**src/rtl/if_stage.sv**
```systemverilog
// Instruction-fetch stage: owns the PC, drives the synchronous instruction SRAM and
// presents {valid, pc, inst} to ID, honouring stall holds and EX branch redirects.
module if_stage #(
  parameter logic [31:0] RESET_PC = 32'h8000_0000,
  parameter int          STALL_W  = 8
) (
  input  logic               clk,
  input  logic               rst_n,
  input  logic [STALL_W-1:0] stall,
  input  logic               br_e,
  input  logic [31:0]        br_addr,
  output logic               inst_sram_en,
  output logic [31:0]        inst_sram_addr,
  input  logic [31:0]        inst_sram_rdata,
  output logic               if_valid,
  output logic [31:0]        if_pc,
  output logic [31:0]        if_inst,
  output logic               if_misalign
);

  localparam logic [31:0] NOP = 32'h0000_0013;

  logic [31:0] pc_q,  pc_d;
  logic        fv_q,  fv_d;
  logic        bv_q,  bv_d;
  logic [31:0] buf_q, buf_d;

  logic        hold;
  logic [31:0] pc_nxt;
  logic        unused_stall_hi;

  assign hold            = stall[0] | stall[1];
  assign unused_stall_hi = ^stall[STALL_W-1:2];

  // Redirect beats hold; a hold or an empty pipe re-issues the current PC.
  always_comb begin
    if (br_e)       pc_nxt = br_addr;
    else if (hold)  pc_nxt = pc_q;
    else if (!fv_q) pc_nxt = pc_q;
    else            pc_nxt = pc_q + 32'd4;
  end

  always_comb begin
    // NOTE: every always_comb output gets a default first so no path infers a latch.
    pc_d  = pc_q;
    fv_d  = fv_q;
    bv_d  = bv_q;
    buf_d = buf_q;
    if (br_e) begin
      pc_d = br_addr;
      fv_d = 1'b1;
      bv_d = 1'b0;
    end else if (hold) begin
      // The SRAM is idle while held, so capture its word once, on the first hold cycle.
      if (fv_q && !bv_q) begin
        buf_d = inst_sram_rdata;
        bv_d  = 1'b1;
      end
    end else begin
      pc_d = pc_nxt;
      fv_d = 1'b1;
      bv_d = 1'b0;
    end
  end

  // NOTE: sequential state uses non-blocking assignments only; the buffer word is reset
  // too, since it is a single register rather than a memory array.
  always_ff @(posedge clk or negedge rst_n) begin
    if (!rst_n) begin
      pc_q  <= RESET_PC;
      fv_q  <= 1'b0;
      bv_q  <= 1'b0;
      buf_q <= '0;
    end else begin
      pc_q  <= pc_d;
      fv_q  <= fv_d;
      bv_q  <= bv_d;
      buf_q <= buf_d;
    end
  end

  assign inst_sram_en   = rst_n & (br_e | ~hold);
  assign inst_sram_addr = rst_n ? {pc_nxt[31:2], 2'b00} : RESET_PC;

  assign if_valid    = fv_q & ~br_e;
  assign if_pc       = pc_q;
  assign if_inst     = !if_valid ? NOP : (bv_q ? buf_q : inst_sram_rdata);
  assign if_misalign = if_valid & (pc_q[1:0] != 2'b00);

endmodule

```
**config.mk**
```make
export PLATFORM = sky130hd
export DESIGN_NAME = if_stage
export DESIGN_NICKNAME = d
export VERILOG_FILES = /design/src/rtl/if_stage.sv
export SDC_FILE = /design/constraint.sdc
export NUM_CORES = 1
export LEC_CHECK = 0
export BUFFER_PORTS_ARGS = -buffer_cell sky130_fd_sc_hd__buf_2
export CORE_MARGIN = 4
export CORE_UTILIZATION = 52
export CTS_CLUSTER_DIAMETER = 100
export DETAILED_ROUTE_END_ITERATION = 12
export PLACE_DENSITY = 0.94
export SLEW_MARGIN = 20
export SYNTH_ARGS = -nofsm -noshare
export SYNTH_HDL_FRONTEND = slang
export SYNTH_SLANG_ARGS = --single-unit
export TNS_END_PERCENT = 30
```
**constraint.sdc**
```tcl
create_clock -name clk -period 3.7 [get_ports clk]
set_input_delay 0.555 -clock clk [delete_from_list [all_inputs] [get_ports clk]]
set_output_delay 0.555 -clock clk [all_outputs]
set_load 0.01 [all_outputs]
```
* Word level (Yosys, flattened, before mapping) *
Cells that the tools add are included.

word-level totals
  register bits = 66
  input port bits = 75
  output and inout port bits = 99
  word-level logic and storage cells = 34

cells by class
  reductions and logical operators = 6
  equal/unequal tests = 2
  multiplexer cells = 13
  bitwise gates (word level) = 7
  add/subtract/negate cells = 1

operator list
  operator                 count
  $mux W32                 8
  $add A32 B3 Y32 const B  1
  $mux W1                  5
  $reduce_bool A2 Y1       2
  $and A1 B1 Y1            3
  $ne A3 B2 Y1 const B     1
  $reduce_and A3 Y1        1
  $ne A2 B2 Y1 const B     1
  $not A1 Y1               2
  $or A1 B1 Y1             2
  $reduce_and A2 Y1        1
  $logic_and A1 B1 Y1      1
  $logic_not A1 Y1         1

* Longest topological paths before layout *
  depth after elaboration = 6
  depth in mapped cells = 6

* Least setup slack after synthesis *
OpenSTA, ideal clock, no wires.

  kind = flip-flop to output port
  start point = reg pc_q[2] (netlist: if_pc[2])
  end point = out inst_sram_addr[28]
  stages on the path, launching flop included = 6
  data required time = 3.145 ns
  path slack = 0.901 ns
  arrival time = 2.244 ns
  cells stage by stage = dfrtp_1 ha_1 nand4bb_1 or4_1 or4_1 a31oi_1

on the way
  word-level cells in the longest chain between the ends = 5

RTL lines
  what                    line  source
  from (decl)             23    logic [31:0] pc_q, pc_d;
  from (signal assigned)  75    pc_q <= pc_d;
  $add A32 B3 Y32         40    else pc_nxt = pc_q + 32'd4;
  $mux W32                39    else if (!fv_q) pc_nxt = pc_q;
  $mux W32                38    else if (hold) pc_nxt = pc_q;
  $mux W32                37    if (br_e) pc_nxt = br_addr;
  $mux W32                83    assign inst_sram_addr = rst_n ? {pc_nxt[31:2], 2'b00} : RESET_PC;
  to (decl)               13    output logic [31:0] inst_sram_addr,

Every way passes these cells. The select of a mux whose other input is x is not followed.

* Worst setup path in the final report *
  start point = reg pc_q[7] (netlist: if_pc[7])
  end point = out inst_sram_addr[23]

The elaborated chain is that of the path after synthesis.

==> run metrics <==
worst skew pair latency=about 340 ps; vias=between 4,000 and 5,000; global route overflow=0; # DRC=0; Antenna Nets Post-Route=0; top cell type by total area after synthesis=dfrtp_1; mapped cell area=4016 um2; via count of the first global-routing pass=between 3,000 and 4,000; status=complete, no violations; DRT Pass-1 Iters=5; Final period util=95.55%; commonest non-fill, non-tap cell in the layout=buf_2; post-CTS sizing=0; final-stage net count=approximately 660; share of the synthesized area in the top cell type=40.50%; RSZ-0062 raised after global routing=false; critical path startpoint category=flop; Max Fclk=282.9 MHz; slowest CP cell=or4_1; synth warn=0; Comb pwr share=about a quarter; Total GRT Usage=25.10%; crit-path cells=nand3_2 > or4_1 > or4_1 > a311oi_1 > buf_2; Final Hold Fails=0; Worst setup EP type=output pin; area delta synth->final=27.91%; CTS H-Tree Depth=3; worst slew pin tran=926.1 ps; Final min period=3535 ps; most common flop cell mapped by yosys=dfrtp_1; EDFF count, synth=0; Area contributors post-synth=dfrtp_1 40%, mux2_2 9.5%, mux2i_1 9.5%; Worst slew margin=38.26%; setup bufs post-CTS=0; CTS sink cnt=66; crit path DAT=~3000 ps; Switching Power=662.6 uW; syn avg cell area=9.540 um2; Row Count=31; Netlist cell types=51; # setup viols final=0; internal power=around 1.4 mW; Max Root-Sink Buffers=2; R2R Setup Slk=around 1200 ps; # IOs=174; largest net degree at the start of global routing=41; Reg area=1654 um2; Initial Util=54.50%; part of the power in the clock network=29.4%; DRT iter0 DRCs=170; Seq/Total Area, Yosys=roughly two fifths; CTS tree=built; share of layout cells above drive strength 1=approximately two fifths; HPWL Detailed=8562 um; global-route wire length before repair=18,120 um; Fin Setup TNS=0 ps; Placeable Area=7370 um2; # hold bufs at CTS=0; Via-to-Cell Ratio=5.939; Final Slew Violations=0; CP max stage delay=830 ps; maximum fanout along the worst path=17; Setup Skew=around 11 ps; sequential share of power=45.4%; clk root buf=clkbuf_8; WL final=11,520 um; die area=9194 um2; diode count=0; Power, Total=2.039 mW; Max-Cap Viols=0; Die Span X=approximately 96 um; critical path class=reg2out; antenna violations before repair=0; Fill cells=about 560; Worst-path clk slew=80 ps; most frequent cells in the layout=165 x buf_2, 64 x dfrtp_1, 55 x nor2_1; I/O Buffers=roughly 170; Yosys reg bits=66; Worst Hold Class=in2async; Die Span Y=95.89 um; P_leak=2.371 nW; GPL Wtd Cong=roughly 0.86; Syn Inst Count=421; multi-input logic area=2246 um2; Async SR Flop Fraction=100.0%; CP most frequent cell=or4_1; DR WL/cell=between 15 and 20 um; TritonCTS Buffers=9; Net Sw Frac=between 30% and 40%; Worst Path Required=3140 ps; power per cell area=396.9 nW/um2; Max IR drop VDD=201.7 uV
synth_stat cells (2+ instances only):
cell type	count
a311oi_1	6
a211oi_1	8
clkinv_1	2
nor2_1	55
inv_1	3
and2_1	5
mux2_2	34
nor3b_1	3
buf_4	2
dfrtp_1	65
or4_1	10
nand3_2	2
a21oi_1	18
clkbuf_1	18
nand3_1	18
and3_1	5
o211ai_1	4
o21ai_0	8
nor4_1	6
buf_2	2
nor3_1	8
buf_1	4
nand4_1	11
mux2i_1	38
or3_1	3
xnor2_1	4
xor2_1	6
nor2b_1	6
nand4bb_1	2
a31oi_1	14
o31ai_1	4
and4_1	6
nand2_1	23
worst max-delay path, delay by kind of cell, from the launching register on:
| kind | cells | cell delay (ps) |
|---|---|---|
| simple gates | 3 | 1610 |
| flops | 1 | 500 |
| compound gates | 1 | 340 |
| buf+inv | 1 | 200 |
registers in the layout (all words and copies together), names as in the netlist:
name   flops
buf_q     32
fv_q       1
bv_q       1
if_pc     32
worst paths after layout:
| path | startpoint | to | cells past startpoint |
|---|---|---|---|
| worst max register to register | if_pc[2] | if_pc[30] | 5 |
| worst min register to register | buf_q[13] | buf_q[13] | 1 |
| max in group asynchronous | rst_n | bv_q | 3 |
| min in group clk | br_addr[12] | if_pc[12] | 3 |
| worst max-delay path | if_pc[7] | inst_sram_addr[23] | 5 |
| worst min-delay path | rst_n | if_pc[19] | 2 |
through the flow:
step	hold slack, ps	cells	util (%)	area (um2)	setup slack [ps]
floorplan	259.4	422	-	4020	901.3
global placement	488.3	670	67.08	4943	618.1
detailed placement	496.3	670	67.08	4943	581.9
CTS	255.7	686	69.71	5137	226.4
global route	277.7	686	69.71	5137	49.08
finish	249.2	686	69.71	5137	164.7
routing by layer:
metal | GRT usage, % | routed length [um] | vias to the layer above
met5 | 0 | 0 | -
met4 | 7.464 | 157 | 0
met3 | 6.646 | 1024 | 17
met2 | 45.40 | 5801 | 189
met1 | 28.96 | 4531 | 1971
li1 | - | - | 1897
cell type report:
cell class                      count  area share (%)
Inverter                            5          0.3653
Tap cell                           99           2.411
Clock inverter                      7           1.364
Multi-Input combinational cell    325           43.72
Clock buffer                        9           2.411
Sequential cell                    66           32.20
Timing Repair Buffer              175           17.54
cell families (layout without fill, tap and decap cells):
logic type	Yosys count	after routing	synth area share, %
muxes	72	72	19.00
DFF	66	66	41.15
adders and majority gates	1	1	0.3115
xor gates and xnor gates	10	10	2.181
and+or+nand+nor	171	171	22.93
other	1	2	0.09337
buffers and inverters	31	196	3.146
AOI/OAI and AO/OA	69	69	11.18
power by group through the flow:
stage               combinational (mW)  sequential (mW)  clock (mW)
floorplan                        0.304            0.920           0
global placement                 0.496            0.924           0
detailed placement               0.515            0.939           0
CTS                              0.517            0.925       0.613
global route                     0.567            0.942       0.648
finish                           0.513            0.926       0.600
Note: power is estimated with default switching activity, not from simulation.
